--- config.mk ---
export PLATFORM = sky130hd
export DESIGN_NAME = pipe_hazard_ctrl
export DESIGN_NICKNAME = d
export VERILOG_FILES = /design/src/rtl/pipe_pkg.sv /design/src/rtl/hazard_detect.sv /design/src/rtl/pipe_hazard_ctrl.sv
export SDC_FILE = /design/constraint.sdc
export NUM_CORES = 1
export LEC_CHECK = 0
export CAP_MARGIN = 20
export CORE_ASPECT_RATIO = 1.4
export CORE_UTILIZATION = 47
export CTS_BUF_LIST = sky130_fd_sc_hd__clkbuf_2
export DETAILED_ROUTE_END_ITERATION = 10
export PLACE_DENSITY = 0.9
export SETUP_SLACK_MARGIN = 0.2
export SLEW_MARGIN = 20
export SYNTH_ARGS = -nofsm -noshare
export SYNTH_HDL_FRONTEND = slang
export SYNTH_SLANG_ARGS = --single-unit
--- constraint.sdc ---
create_clock -name CLK -period 2.85 [get_ports CLK]
set_clock_uncertainty 0.1 [all_clocks]
set_input_delay 0.57 -clock CLK [delete_from_list [all_inputs] [get_ports CLK]]
set_output_delay 0.57 -clock CLK [all_outputs]
set_load 0.01 [all_outputs]
--- src/rtl/pipe_pkg.sv ---
// rtl/pipe_pkg.sv - shared types and constants for the integer pipeline control
package pipe_pkg;

    typedef enum logic [1:0] {
        RUN  = 2'd0,
        LU   = 2'd1,
        WAIT = 2'd2
    } state_e;

    localparam logic [4:0] REG_X0 = 5'd0;
    localparam int         PC_W   = 8;
    localparam int         XLEN   = 64;

endpackage

--- src/rtl/hazard_detect.sv ---
// rtl/hazard_detect.sv - load-use comparator between the ID and EX stages
module hazard_detect
    import pipe_pkg::*;
(
    input  logic [4:0] id_rs1,
    input  logic [4:0] id_rs2,
    input  logic       id_use_rs1,
    input  logic       id_use_rs2,
    input  logic [4:0] ex_WReg1,
    input  logic       ex_WRegEn,
    input  logic       ex_mem_to_reg,
    output logic       lu
);

    logic rs1_hit;
    logic rs2_hit;

    assign rs1_hit = id_use_rs1 && (id_rs1 == ex_WReg1);
    assign rs2_hit = id_use_rs2 && (id_rs2 == ex_WReg1);

    // x0 is never a real producer, so a load targeting it cannot create a hazard
    assign lu = ex_mem_to_reg && ex_WRegEn && (ex_WReg1 != REG_X0) && (rs1_hit || rs2_hit);

endmodule

--- src/rtl/pipe_hazard_ctrl.sv ---
// rtl/pipe_hazard_ctrl.sv - stall/flush sequencer for the 5-stage pipeline
module pipe_hazard_ctrl
    import pipe_pkg::*;
#(
    parameter int LOAD_STALL  = 1,
    parameter int MEM_TIMEOUT = 64
) (
    input  logic            CLK,
    input  logic            RST,
    input  logic [4:0]      id_rs1,
    input  logic [4:0]      id_rs2,
    input  logic            id_use_rs1,
    input  logic            id_use_rs2,
    input  logic [4:0]      ex_WReg1,
    input  logic            ex_WRegEn,
    input  logic            ex_mem_to_reg,
    input  logic            ex_redirect,
    input  logic [PC_W-1:0] ex_target,
    input  logic            mem_req,
    input  logic            mem_ready,
    output logic            pc_we,
    output logic            pc_sel,
    output logic [PC_W-1:0] pc_target,
    output logic            ifid_we,
    output logic            ifid_flush,
    output logic            idex_we,
    output logic            idex_bubble,
    output logic            exmem_we,
    output logic            memwb_bubble,
    output logic            mem_timeout,
    output logic [15:0]     stall_cnt
);

    state_e      state_q, state_d;
    state_e      ret_state_q, ret_state_d;
    state_e      eff_state;
    logic [1:0]  lu_cnt_q, lu_cnt_d;
    logic [7:0]  wait_cnt_q, wait_cnt_d;
    logic        mem_timeout_q, mem_timeout_d;
    logic [15:0] stall_cnt_q, stall_cnt_d;
    logic        lu;
    logic        freeze;

    hazard_detect u_hazard_detect (
        .id_rs1        (id_rs1),
        .id_rs2        (id_rs2),
        .id_use_rs1    (id_use_rs1),
        .id_use_rs2    (id_use_rs2),
        .ex_WReg1      (ex_WReg1),
        .ex_WRegEn     (ex_WRegEn),
        .ex_mem_to_reg (ex_mem_to_reg),
        .lu            (lu)
    );

    assign freeze      = mem_req && !mem_ready;
    assign pc_target   = ex_target;
    assign mem_timeout = mem_timeout_q;
    assign stall_cnt   = stall_cnt_q;

    always_comb begin
        pc_we         = 1'b1;
        pc_sel        = 1'b0;
        ifid_we       = 1'b1;
        ifid_flush    = 1'b0;
        idex_we       = 1'b1;
        idex_bubble   = 1'b0;
        exmem_we      = 1'b1;
        memwb_bubble  = 1'b0;
        state_d       = state_q;
        ret_state_d   = ret_state_q;
        lu_cnt_d      = lu_cnt_q;
        wait_cnt_d    = wait_cnt_q;
        mem_timeout_d = mem_timeout_q;
        // leaving WAIT, the release cycle is decoded as the saved state
        eff_state     = (state_q == WAIT) ? ret_state_q : state_q;

        if (freeze) begin
            pc_we        = 1'b0;
            ifid_we      = 1'b0;
            idex_we      = 1'b0;
            exmem_we     = 1'b0;
            memwb_bubble = 1'b1;
            state_d      = WAIT;
            if (state_q != WAIT) begin
                ret_state_d = state_q;
            end
            if (wait_cnt_q != 8'hFF) begin
                wait_cnt_d = wait_cnt_q + 8'd1;
            end
            if (wait_cnt_d == 8'(MEM_TIMEOUT)) begin
                mem_timeout_d = 1'b1;
            end
        end else begin
            wait_cnt_d = 8'd0;
            state_d    = RUN;
            if (ex_redirect) begin
                pc_sel      = 1'b1;
                ifid_flush  = 1'b1;
                idex_bubble = 1'b1;
                lu_cnt_d    = 2'd0;
            end else begin
                case (eff_state)
                    RUN: begin
                        if (lu) begin
                            pc_we       = 1'b0;
                            ifid_we     = 1'b0;
                            idex_bubble = 1'b1;
                            if (LOAD_STALL > 1) begin
                                state_d  = LU;
                                lu_cnt_d = 2'(LOAD_STALL - 1);
                            end
                        end
                    end
                    LU: begin
                        pc_we       = 1'b0;
                        ifid_we     = 1'b0;
                        idex_bubble = 1'b1;
                        if (lu_cnt_q > 2'd1) begin
                            state_d  = LU;
                            lu_cnt_d = lu_cnt_q - 2'd1;
                        end else begin
                            lu_cnt_d = 2'd0;
                        end
                    end
                    default: state_d = RUN;
                endcase
            end
        end

        if (RST) begin
            pc_we        = 1'b0;
            pc_sel       = 1'b0;
            ifid_we      = 1'b0;
            idex_we      = 1'b0;
            exmem_we     = 1'b0;
            ifid_flush   = 1'b1;
            idex_bubble  = 1'b1;
            memwb_bubble = 1'b1;
        end

        stall_cnt_d = stall_cnt_q;
        if (!pc_we && (stall_cnt_q != 16'hFFFF)) begin
            stall_cnt_d = stall_cnt_q + 16'd1;
        end
    end

    always_ff @(posedge CLK) begin
        if (RST) begin
            state_q       <= RUN;
            ret_state_q   <= RUN;
            lu_cnt_q      <= 2'd0;
            wait_cnt_q    <= 8'd0;
            mem_timeout_q <= 1'b0;
            stall_cnt_q   <= 16'd0;
        end else begin
            state_q       <= state_d;
            ret_state_q   <= ret_state_d;
            lu_cnt_q      <= lu_cnt_d;
            wait_cnt_q    <= wait_cnt_d;
            mem_timeout_q <= mem_timeout_d;
            stall_cnt_q   <= stall_cnt_d;
        end
    end

endmodule

Word-level counts from Yosys, hierarchy flattened --
Cells that the tools add are included.
Word-level totals: register bits after elaboration 31, bits of input ports 32, output and inout bits 33, word-level logic and storage cells 67
Cells by class: add/subtract/negate cells 3, order comparisons 1, eq/ne operators 8, mux-type cells 28, bitwise logic cells 2, reductions and logical operators 18
Operators by type and width (count):
- $mux 1 | 19
- $add 16x1->16 const B | 1
- $mux 8 | 2
- $ne 16x16->1 const B | 1
- $eq 5x5->1 | 2
- $mux 2 | 5
- $add 8x1->8 const B | 1
- $eq 8x7->1 const B | 1
- $ne 8x8->1 const B | 1
- $logic_and 1x1->1 | 7
- $reduce_and 2->1 | 3
- $reduce_bool 5->1 | 1
- $pmux 1 s2 | 2
- $reduce_or 4->1 | 1
- $eq 2x1->1 const B | 1
- $eq 2x2->1 const B | 1
- $gt 2x1->1 const B | 1
- $logic_not 1->1 | 2
- $logic_not 2->1 | 1
- $ne 2x2->1 const B | 1
- $not 1->1 | 2
- $reduce_bool 2->1 | 1
- $reduce_or 2->1 | 1
- $sub 2x1->2 const B | 1
- $logic_or 1x1->1 | 1

Depth between registers and ports, before layout --
Gate-level depths: netlist of run 1.
word-level depth 11, gate-level depth with buffers 9, depth with buffers taken out 7

Modules after synthesis --
A second synthesis of run 1 with hierarchy kept.
Unflattened totals: cell total of the unflattened synthesis 214, area, all modules 1779.2 µm²
By module, submodules not included:
- pipe_hazard_ctrl | times used 1, cells an instance 197, area an instance 1644.1 µm², seq. area each 620.6 µm²
- hazard_detect | times used 1, cells an instance 17, area an instance 135.1 µm², seq. area each 0.0 µm²

Worst setup path before layout of run 1 --
No wires, ideal clock.
path type in2out, start point input ex_WReg1[1], end point output pc_we, data arrival time 1.929 ns, data required time 2.180 ns, slack 0.251 ns, cell stages on the path 7, buffers on the path 2, cell sequence or4_1 > o2111ai_2 > nor2_2 > a21o_4 > clkinv_4 > buf_8 > buf_4
On the way: cells in the longest elaborated chain, start to end 9, elaborated cells between the ends (all ways) 13, those cells by class eq/ne: 2; mux: 5; reduce/logical: 6
Ends and longest elaborated chain:
- start: declaration | RTL line pipe_hazard_ctrl.sv:14 | input logic [4:0] ex_WReg1,
- $eq 5x5->1 (on tied branches) | RTL line hazard_detect.sv:18, hazard_detect.sv:19
- $logic_and 1x1->1 (on tied branches) | RTL line hazard_detect.sv:18, hazard_detect.sv:19
- $logic_or 1x1->1 | RTL line hazard_detect.sv:22 | assign lu = ex_mem_to_reg && ex_WRegEn && (ex_WReg1 != REG_X0) && (rs1_hit || rs2_hit);
- $logic_and 1x1->1 (*) | RTL line hazard_detect.sv:22
- $mux 1 (*)
- $pmux 1 s2 (*)
- $mux 1 (*) (3 in a row)
- end: declaration | RTL line pipe_hazard_ctrl.sv:21 | output logic pc_we,
Mark *: on every way between the ends. The rest lies on a longest branch, timed or not.

Final worst setup path of run 1 --
start point input ex_WReg1[4], end point output ifid_we
On the way: cells in the longest elaborated chain, start to end 9, elaborated cells between the ends (all ways) 13, those cells by class eq/ne: 2; mux: 5; reduce/logical: 6
Ends and longest elaborated chain:
- $eq 5x5->1 (on tied branches) | RTL line hazard_detect.sv:18, hazard_detect.sv:19
- $logic_and 1x1->1 (on tied branches) | RTL line hazard_detect.sv:18, hazard_detect.sv:19
- $logic_or 1x1->1 | RTL line hazard_detect.sv:22
- $logic_and 1x1->1 (*) | RTL line hazard_detect.sv:22
- $mux 1 (*) | RTL line pipe_hazard_ctrl.sv:104 | if (lu) begin
- $pmux 1 s2 (*) | RTL line pipe_hazard_ctrl.sv:102 | case (eff_state)
- $mux 1 (*) | RTL line pipe_hazard_ctrl.sv:96 | if (ex_redirect) begin
- $mux 1 (*) | RTL line pipe_hazard_ctrl.sv:77 | if (freeze) begin
- $mux 1 (*) | RTL line pipe_hazard_ctrl.sv:130 | if (RST) begin
- end: declaration | RTL line pipe_hazard_ctrl.sv:24 | output logic ifid_we,
Marked as above.

==> results.txt, run 1 <==
----------------------------------------------------
[Outcome]
  Run status ... finished clean

[Final layout]
  Number of nets in the finished design ... 320
  Post-Layout Cell Count ... 330
  Share of the core filled with cells in the final layout ... 64.94%
  Commonest cells after routing, fill and taps aside ... 32 x clkdlybuf4s50_1, 31 x dfxtp_1, 24 x nor2_1, 19 x buf_4
  Layout overhead on the synthesized area ... 33.82%
  Share of post-route cells with drive strength above 1 ... 19.16%
  Most common cell after layout, fill and taps aside ... clkdlybuf4s50_1
  Ant. Diodes ... 0

[Hold path]
  Path category of the worst min-delay check ... reg -> reg
  Hold path startpoint ... lu_cnt_q[1]
  Worst hold endpoint ... lu_cnt_q[1]
  Number of stages on the worst hold path ... 2

[Setup path]
  Logic depth of the worst register-to-register path ... 9
  Worst Setup End Kind ... output port
  Crit-path max cell delay ... 0.53 ns
  Required time of the critical path ... 2.18 ns
  Number of buffers and inverters on the critical path ... 4
  Crit Path Class ... in -> out
  Top cell by count, worst path ... buf_6
  Slowest stage cell, crit path ... or4_4
  Gate family responsible for the most delay along the worst path ... simple AND/OR/NAND/NOR gates
  Critical path peak fanout ... 3
  Startpoint class of the critical path ... input port
  Critical R2R Launch ... state_q[0]
  R2R Setup Slk ... 0.54 ns
  Data arrival, critical path ... 1.94 ns
  CP cell instances ... buf_6 > or4_4 > o2111ai_4 > buf_6 > nor2_4 > a21o_4 > clkinv_4 > buf_6
  Endpoint of the most critical register-to-register path ... stall_cnt[11]

[Timing]
  Max-Slew Margin vs Limit ... 63.48%
  Count of final hold-check violations ... 0
  Share of the clock period used by the worst path ... 91.43%
  Maximum frequency from static timing analysis ... 383.8 MHz
  Number of pins exceeding their max-slew limit in the final report ... 0
  Final hold slack ... 0.3517 ns
  Setup repair after global routing missed its margin ... false
  Tmin final ... 2.606 ns
  Slew at the pin closest to its max-slew limit ... 0.5478 ns
  Setup violators final ... 0

[Logic synthesis]
  Primary flip-flop cell chosen by synthesis mapping ... dfxtp_1
  Post-synthesis cell count ... 231
  Fraction of registers with async set or reset after synthesis ... 0%
  Leading post-synthesis cells by cell area ... dfxtp_1 33%, xnor2_1 5.1%, nor2_1 4.7%, a21oi_1 4.5%, buf_4 4.3%
  Summed instance area of the synthesized netlist ... 0.001902 mm2
  Net count after synthesis ... 265
  Synthesized area per cell ... 8.233 um2
  Synthesis-stage register bit count ... 31
  Top cell type by total area after synthesis ... dfxtp_1
  Count of yosys warnings during synthesis ... 0
  Count of flip-flops with a built-in enable after synthesis ... 0
  Proportion of synthesized chip area in sequential cells ... 32.63%
  Portion of synthesized cell area occupied by the leading cell type ... 32.63%
  Number of distinct library cells after synthesis ... 56

[Global route]
  Number of global-route vias before repair ... 1786
  Largest net degree at the start of global routing ... 21
  Global-route total usage across every layer ... 21.99%
  First-pass GRT wire length ... 7596 um
  Remaining global-route overflow ... 0
  Initial antenna violation count ... 0

[Floorplan]
  Die footprint ... 0.004308 mm2
  Site row count ... 27
  Die Y-Extent ... 77.27 um
  Die Span X ... 55.76 um
  Initial Utilization ... 48.53%
  Number of top-level pins ... 65
  Area of the placeable core ... 0.003919 mm2

[Clocking]
  Inserted Clock Buffers ... 5
  Maximum clock path buffer count ... 2
  TritonCTS clock tree ... built
  Depth of the CTS H-tree ... 2
  Insertion delay of the later-clocked pin in the worst-skew pair ... 0.37 ns
  Root buffer cell ... clkbuf_2
  Number of sinks driven by the clock tree ... 31
  Clock-pin slew on the worst setup and hold paths ... 0.15 ns
  Hold-fix buffer count after cts ... 0

[Placed design]
  Number of port buffers ... 48
  Final HPWL DP ... 3361 um
  Cell Count Post-Placement ... 320
  Final weighted congestion in routability-driven placement ... 0.8165

[Drt]
  Violation count after the first detailed-routing iteration ... 49
  Via-to-Cell Ratio ... 5.694
  Vias ... 1879
  Final routed DRC violation total ... 0
  1st-pass router iterations ... 4
  Final WL ... 4531 um
  Detail-routed net length per standard cell ... 13.73 um
  Detail Route Antenna Nets ... 0

[Pwr]
  Maximum vdd drop ... 0.2917 mV
  PnR Total Power ... 0.8013 mW
  Power density of the placed cells ... 314.9 mW/mm2
  Leakage ... 0.9566 nW

[Run]
  Maxcap violations ... 0

----------------------------------------------------
==> through the flow <==
| step | setup slack [ns] | instance area [um2] | TNS [ns] |
|---|---|---|---|
| CTS | 0.2090 | 2481 | 0 |
| finish | 0.2443 | 2545 | 0 |
| global route | 0.1784 | 2545 | 0 |
| floorplan | 0.2508 | 1902 | 0 |
| global placement | -0.5142 | 2434 | -2.377 |
| detailed placement | -0.5222 | 2434 | -2.685 |
==> synthesized netlist by cell type, types with 2 or more instances <==
library cell and n:
nand4_1 4, a211oi_1 2, o21ai_1 2, inv_1 6, nor3_1 5, nand2_1 17
a21oi_2 2, mux2_4 3, buf_2 5, nand4b_1 2, buf_4 11, mux2i_1 2
dfxtp_1 31, mux2_1 2, nor4_2 3, nor2_1 24, o32ai_1 2, nor4_1 4
xnor2_1 11, o21ai_0 6, o31ai_1 3, o41ai_1 3, ha_1 2, nor2b_1 7
nand2b_1 3, buf_1 2, nand3_1 14, or4_1 4, a21oi_1 17, and3_1 3
a31oi_1 4
==> layout make-up <==
type,instances,area (um2)
clock inverters,2,7.507
multi-input cells,173,1172
inverters,8,35.03
repair buffers,67,625.6
flip-flops and latches,31,620.6
well taps,43,53.80
fillers,321,1374
clock buffers,6,30.03
==> metal layers <==
metal | wire length [um] | share of wire, % | GRT usage [%] | up-vias
li1 | - | - | - | 933
met1 | 1748 | 39 | 22.50 | 883
met2 | 2381 | 53 | 40.24 | 49
met3 | 272 | 6.0 | 5.902 | 14
met4 | 129 | 2.8 | 11.00 | 0
met5 | 0 | 0 | 0 | -
==> power by group <==
part | switching [mW] | total [mW] | leakage [nW] | internal [mW]
Combinational | 0.0651 | 0.148 | 0.678 | 0.0833
Clock | 0.150 | 0.209 | 0.0281 | 0.0590
Sequential | 0.00573 | 0.444 | 0.250 | 0.438
==> worst max path at each step <==
stage / slack, ns / start / depth (start not counted) / endpoint
3_3_place_gp: -0.51 / ex_WReg1[2] / 7 / pc_we
6_report: 0.24 / ex_WReg1[4] / 8 / ifid_we
5_1_grt: 0.18 / id_rs2[1] / 8 / pc_we
2_1_floorplan: 0.25 / ex_WReg1[1] / 7 / pc_we
4_1_cts: 0.21 / ex_WReg1[2] / 8 / ifid_we
3_5_place_dp: -0.52 / ex_WReg1[2] / 7 / ifid_we
==> tightest hold or removal path: cells and delay by family, from the launching register on <==
kind | cells | cell delay, ns
DFF | 1 | 0.34
and+or+nand+nor | 2 | 0.08
==> sequential cells by signal, indices dropped and copies added (netlist names) <==
name	cells
stall_cnt	16
ret_state_q	2
mem_timeout	1
state_q	2
wait_cnt_q	8
lu_cnt_q	2
==> logic make-up (layout without fill, tap and decap cells) <==
logic type,after synthesis,after routing,share of synthesized area (%)
AND/OR/NAND/NOR,100,100,28.75
AO/OA/AOI/OAI,52,52,18.49
flip-flops,31,31,32.63
buffers and inverters,27,83,8.684
XOR/XNOR,12,12,5.526
multiplexers,7,7,4.605
adder cells (fa/ha/maj),2,2,1.316
==> what timing repair did <==
item                       in CTS  in global routing
setup endpoints to repair       7                  3
cloned                          0                  0
setup buffers                   1                  1
pin swaps                       4                  7
resized for setup              37                 13
Note: power is estimated with default switching activity, not from simulation.
==> run 2: changes to the inputs <==
--- a/config.mk
+++ b/config.mk
@@ -7,6 +7,7 @@
 export LEC_CHECK = 0
 export CAP_MARGIN = 20
 export CORE_ASPECT_RATIO = 1.4
+export CORE_MARGIN = 2
 export CORE_UTILIZATION = 47
 export CTS_BUF_LIST = sky130_fd_sc_hd__clkbuf_2
 export DETAILED_ROUTE_END_ITERATION = 10
==> run 2 against run 1 <==
  * Sequential power barely moved
  * Setup slack worse by 0.026 ns
  * Worst hold slack improved by 0.0032 ns
  * Register-to-register slack gained 0.05 ns
  * Sequential share of layout area fell by 0.20 points
  * Non-clock buffer count is 3 higher
  * Utilization rose by 0.54 points
  * Critical path depth decreased by 3
  * Clock power grew 5%
  * Wire length up 4.6%
  * Sequential cell count did not move
  * Highest routed layer unchanged
==> results.txt, run 2 (same netlist as run 1, synthesis figures left out) <==
----------------------------------------------------
[Outcome]
  Run status ... finished clean

[Final layout]
  Share of post-route cells with drive strength above 1 ... 20.34%
  Ant. Diodes ... 0
  Post-Layout Cell Count ... 333
  Share of the core filled with cells in the final layout ... 65.49%
  Number of flip-flops under the largest register name ... 16
  Most common cell after layout, fill and taps aside ... dfxtp_1
  Number of fill cells in the layout ... 324
  Commonest cells after routing, fill and taps aside ... 31 x dfxtp_1, 29 x clkdlybuf4s50_1, 24 x nor2_1, 22 x buf_4, 17 x nand2_1
  Layout overhead on the synthesized area ... 34.93%
  Number of nets in the finished design ... 323

[Drt]
  1st-pass router iterations ... 4
  Via-to-Cell Ratio ... 5.727
  Detail-routed net length per standard cell ... 14.23 um
  Vias ... 1907
  Detail Route Antenna Nets ... 0
  Final routed DRC violation total ... 0
  Violation count after the first detailed-routing iteration ... 75
  Final WL ... 4738 um

[Clocking]
  Root buffer cell ... clkbuf_2
  Inserted Clock Buffers ... 5
  Depth of the CTS H-tree ... 2
  Insertion delay of the later-clocked pin in the worst-skew pair ... 0.39 ns
  Number of sinks driven by the clock tree ... 31
  Hold-fix buffer count after cts ... 0
  Maximum clock path buffer count ... 2
  TritonCTS clock tree ... built
  Clock-pin slew on the worst setup and hold paths ... 0.15 ns

[Timing]
  Number of pins exceeding their max-slew limit in the final report ... 0
  Final hold slack ... 0.3549 ns
  Setup repair after global routing missed its margin ... true
  Count of final hold-check violations ... 0
  Setup violators final ... 0
  Max-Slew Margin vs Limit ... 64.06%
  Tmin final ... 2.632 ns
  Slew at the pin closest to its max-slew limit ... 0.5391 ns
  Final worst setup slack ... 0.2181 ns
  Share of the clock period used by the worst path ... 92.35%
  Maximum frequency from static timing analysis ... 380.0 MHz

[Floorplan]
  Initial Utilization ... 48.53%
  Area of the placeable core ... 0.003919 mm2
  Die Span X ... 57.76 um
  Site row count ... 27
  Die footprint ... 0.004578 mm2
  Die Y-Extent ... 79.27 um
  Number of top-level pins ... 65

[Setup path]
  CP cell instances ... clkdlybuf4s50_1 > inv_2 > and3_4 > buf_4 > clkdlybuf4s50_1
  Worst Setup End Kind ... output port
  Crit Path Class ... in -> out
  Critical path peak fanout ... 4
  Slowest stage cell, crit path ... clkdlybuf4s50_1
  Data arrival, critical path ... 1.96 ns
  Top cell by count, worst path ... clkdlybuf4s50_1
  Crit-path max cell delay ... 0.52 ns
  R2R Setup Slk ... 0.59 ns
  Required time of the critical path ... 2.18 ns
  Startpoint class of the critical path ... input port
  Gate family responsible for the most delay along the worst path ... buffers and inverters
  Number of buffers and inverters on the critical path ... 4

[Pwr]
  Power density of the placed cells ... 316.5 mW/mm2
  Leakage ... 1.000 nW
  Maximum vdd drop ... 0.2748 mV
  PnR Total Power ... 0.8122 mW

[Hold path]
  Path category of the worst min-delay check ... reg -> reg

[Global route]
  First-pass GRT wire length ... 7728 um
  Global-route total usage across every layer ... 21.74%
  Number of global-route vias before repair ... 1779
  Initial antenna violation count ... 0
  Remaining global-route overflow ... 0
  Largest net degree at the start of global routing ... 21

[Placed design]
  Final HPWL DP ... 3445 um
  Number of port buffers ... 48
  Pre-CTS WS ... -0.4987 ns
  Cell Count Post-Placement ... 323
  Final weighted congestion in routability-driven placement ... 0.9197

[Run]
  Maxcap violations ... 0

----------------------------------------------------
-- run 2: changes by cell type in the layout (fill, tap and decap cells not counted), moves of 3 or more --
cell,delta
clkbuf_2,+3
buf_4,+3
dlymetal6s2s_1,+5
clkdlybuf4s50_1,-3
-- run 2: worst reg2reg max path, delay by kind of cell, from the launching register on --
family | cells | cell delay (ns)
compound gates | 4 | 0.80
buf+inv | 2 | 0.25
flops | 1 | 0.37
simple gates | 2 | 0.72
-- run 2: power by group --
| part | leakage [nW] | internal (mW) | switching (mW) |
|---|---|---|---|
| Sequential | 0.250 | 0.438 | 0.00578 |
| Combinational | 0.717 | 0.0834 | 0.0649 |
| Clock | 0.0330 | 0.0668 | 0.153 |
| Total | 1.00 | 0.588 | 0.224 |
-- run 2: final cells by class --
class	count	area (um2)	share of cell area [%]
clock buffer	7	35.03	1.365
clock inverter	1	5.005	0.1950
inverter	8	35.03	1.365
multi-input combinational	173	1161	45.25
sequential	31	620.6	24.18
tap	43	53.80	2.097
timing repair buffer	70	655.6	25.55
-- run 2: path summary, 6_finish.rpt --
check / from / end / cells past startpoint
worst max-delay path: RST / pc_sel / 5
worst min-delay path: lu_cnt_q[1] / lu_cnt_q[1] / 2
worst max register to register: state_q[0] / stall_cnt[6] / 8
worst min register to register: lu_cnt_q[1] / lu_cnt_q[1] / 2
-- run 2: stage by stage --
stage	area [um2]	setup TNS, ns
2_1_floorplan	1902	0
3_3_place_gp	2456	-2.568
3_5_place_dp	2456	-3.211
4_1_cts	2529	0
5_1_grt	2566	0
6_report	2566	0
-- run 2: metal layers --
layer	vias to the layer above	track usage [%]	wire length, um
li1	941	-	-
met4	0	12.09	130
met2	67	38.52	2462
met1	886	22.56	1791
met5	-	0	0
met3	13	5.863	353
-- run 2: repair_timing --
action,in CTS,in global routing
pin swaps,6,13
resized for setup,30,16
setup buffers,1,1
setup endpoints to repair,10,7
==> run 3: changes to the inputs <==
--- a/config.mk
+++ b/config.mk
@@ -11,7 +11,7 @@
 export CORE_UTILIZATION = 47
 export CTS_BUF_LIST = sky130_fd_sc_hd__clkbuf_2
 export DETAILED_ROUTE_END_ITERATION = 10
-export PLACE_DENSITY = 0.9
+export PLACE_DENSITY_LB_ADDON = 0.1
 export SETUP_SLACK_MARGIN = 0.2
 export SLEW_MARGIN = 20
 export SYNTH_ARGS = -nofsm -noshare
==> run 3 against run 2 <==
  * Clock power fell by 8%
  * Worst hold slack got worse by 0.013 ns
  * First-iteration DRC count fell by 27%
  * Clock-buffer cell count fell by 1
  * Sequential power barely moved
  * Setup slack improved by 0.036 ns
  * Die area did not move
  * Non-clock buffer count did not move
  * Sequential cell count did not move
  * Highest routed layer unchanged
==> results.txt, run 3 (same netlist as run 1, synthesis figures left out) <==
----------------------------------------------------
[Outcome]
  Run status ... finished clean

[Clocking]
  Root buffer cell ... clkbuf_2
  Clock-pin slew on the worst setup and hold paths ... 0.13 ns
  Depth of the CTS H-tree ... 2
  Number of sinks driven by the clock tree ... 31
  Insertion delay of the later-clocked pin in the worst-skew pair ... 0.34 ns
  Maximum clock path buffer count ... 2
  Inserted Clock Buffers ... 5
  TritonCTS clock tree ... built

[Setup path]
  Slowest stage cell, crit path ... or4_4
  Required time of the critical path ... 2.18 ns
  Worst Setup End Kind ... output port
  Critical path peak fanout ... 3
  Crit-path max cell delay ... 0.43 ns
  Data arrival, critical path ... 1.93 ns
  Logic depth of the worst register-to-register path ... 9
  Endpoint of the most critical register-to-register path ... stall_cnt[13]
  Number of buffers and inverters on the critical path ... 3
  Gate family responsible for the most delay along the worst path ... simple AND/OR/NAND/NOR gates
  Critical R2R Launch ... state_q[0]
  R2R Setup Slk ... 0.50 ns
  CP cell instances ... dlygate4sd2_1 > or4_4 > o2111ai_4 > nor2_2 > a21o_4 > clkinv_4 > buf_6
  Crit Path Class ... in -> out
  Startpoint class of the critical path ... input port

[Final layout]
  Number of nets in the finished design ... 323
  Layout overhead on the synthesized area ... 34.61%
  Post-Layout Cell Count ... 333
  Number of flip-flops under the largest register name ... 16
  Ant. Diodes ... 0
  Commonest cells after routing, fill and taps aside ... 32 x clkdlybuf4s50_1, 31 x dfxtp_1, 23 x nor2_1, 21 x buf_4, 17 x nand2_1
  Share of the core filled with cells in the final layout ... 65.33%
  Share of post-route cells with drive strength above 1 ... 20.00%
  Most common cell after layout, fill and taps aside ... clkdlybuf4s50_1

[Drt]
  WL met3 ... 240 um
  Final routed DRC violation total ... 0
  Final WL ... 4437 um
  Vias ... 1855
  Via-to-Cell Ratio ... 5.571
  Top routing layer used ... met4
  Detail-routed net length per standard cell ... 13.32 um
  Violation count after the first detailed-routing iteration ... 55
  Met2 routed WL ... 2120 um
  Met1 wire length ... 1996 um
  Detail Route Antenna Nets ... 0
  1st-pass router iterations ... 4

[Pwr]
  Power density of the placed cells ... 310.3 mW/mm2
  Leakage ... 0.9673 nW
  PnR Total Power ... 0.7944 mW
  Maximum vdd drop ... 0.2470 mV

[Floorplan]
  Die Y-Extent ... 79.27 um
  Die footprint ... 0.004578 mm2
  Site row count ... 27
  Number of top-level pins ... 65
  Initial Utilization ... 48.53%
  Die Span X ... 57.76 um
  Area of the placeable core ... 0.003919 mm2

[Global route]
  Remaining global-route overflow ... 0
  Global-route total usage across every layer ... 20.33%
  Initial antenna violation count ... 0
  First-pass GRT wire length ... 7376 um
  Largest net degree at the start of global routing ... 21
  Number of global-route vias before repair ... 1693

[Timing]
  Max-Slew Margin vs Limit ... 67.24%
  Slew at the pin closest to its max-slew limit ... 0.4914 ns
  Tmin final ... 2.596 ns
  Final worst setup slack ... 0.2540 ns
  Setup violators final ... 0
  Setup repair after global routing missed its margin ... false
  Final sum of negative setup slack ... 0 ns
  Number of pins exceeding their max-slew limit in the final report ... 0
  Count of final hold-check violations ... 0
  Maximum frequency from static timing analysis ... 385.2 MHz
  Share of the clock period used by the worst path ... 91.09%

[Hold path]
  Hold path startpoint ... lu_cnt_q[1]
  Worst hold endpoint ... lu_cnt_q[1]
  Path category of the worst min-delay check ... reg -> reg
  Number of stages on the worst hold path ... 2

[Placed design]
  Cell Count Post-Placement ... 323
  Pre-CTS WS ... -0.5139 ns
  Number of port buffers ... 48
  Final weighted congestion in routability-driven placement ... 0.8803
  Final HPWL DP ... 3307 um

[Run]
  Maxcap violations ... 0

----------------------------------------------------
## run 3: cell types whose count changed in the layout (fill, tap and decap cells not counted), moves of 2 or more
cell	before	now
clkinv_1	0	2
clkdlybuf4s15_1	2	0
dlymetal6s2s_1	10	6
dlygate4sd2_1	2	4
clkbuf_2	9	7
buf_2	1	3
clkdlybuf4s50_1	29	32
## run 3: how the worst max path moves through the flow
stage,startpoint,to,cells after the start
6_report,ex_WReg1[1],pc_we,7
4_1_cts,RST,ifid_flush,5
3_3_place_gp,ex_WReg1[1],pc_we,7
5_1_grt,id_rs2[4],pc_we,8
3_5_place_dp,ex_WReg1[1],pc_we,7
2_1_floorplan,ex_WReg1[1],pc_we,7
## run 3: final cells by class
type | count | area [um2]
clock buffer | 6 | 30.03
fill | 369 | 1359
clock inverter | 2 | 7.507
multi-input combinational | 173 | 1167
inverter | 8 | 35.03
tap | 43 | 53.80
timing repair buffer | 70 | 645.6
sequential | 31 | 620.6
## run 3: per-layer routing
metal  GRT usage [%]  vias up
met5               0        -
met4           8.372        0
met3           4.397       11
met2           34.89       45
met1           24.04      854
li1                -      945
## run 3: stage by stage
stage	hold slack [ns]	instance area (um2)
6_report	0.3420	2560
5_1_grt	0.3877	2560
4_1_cts	0.3436	2544
3_5_place_dp	0.3235	2456
3_3_place_gp	0.3212	2456
2_1_floorplan	0.3101	1902
## run 3: repair_timing
action,4_1_cts,5_1_grt
buffers inserted,2,0
endpoints found under the setup margin,8,13
pin swaps,5,9
gates cloned,0,0
hold buffers,0,0
resized for setup,39,9
## run 3: power by group
part	total, mW	internal [mW]	switching, mW
clock	0.202	0.0591	0.143
sequential	0.443	0.438	0.00551
combinational	0.149	0.0849	0.0638
total	0.794	0.582	0.212
## run 3: tightest hold or removal path, cell delays in order (launching register included)
cell and delay (ns):
dfxtp_1 0.34, nand2_1 0.05, nor2_1 0.03
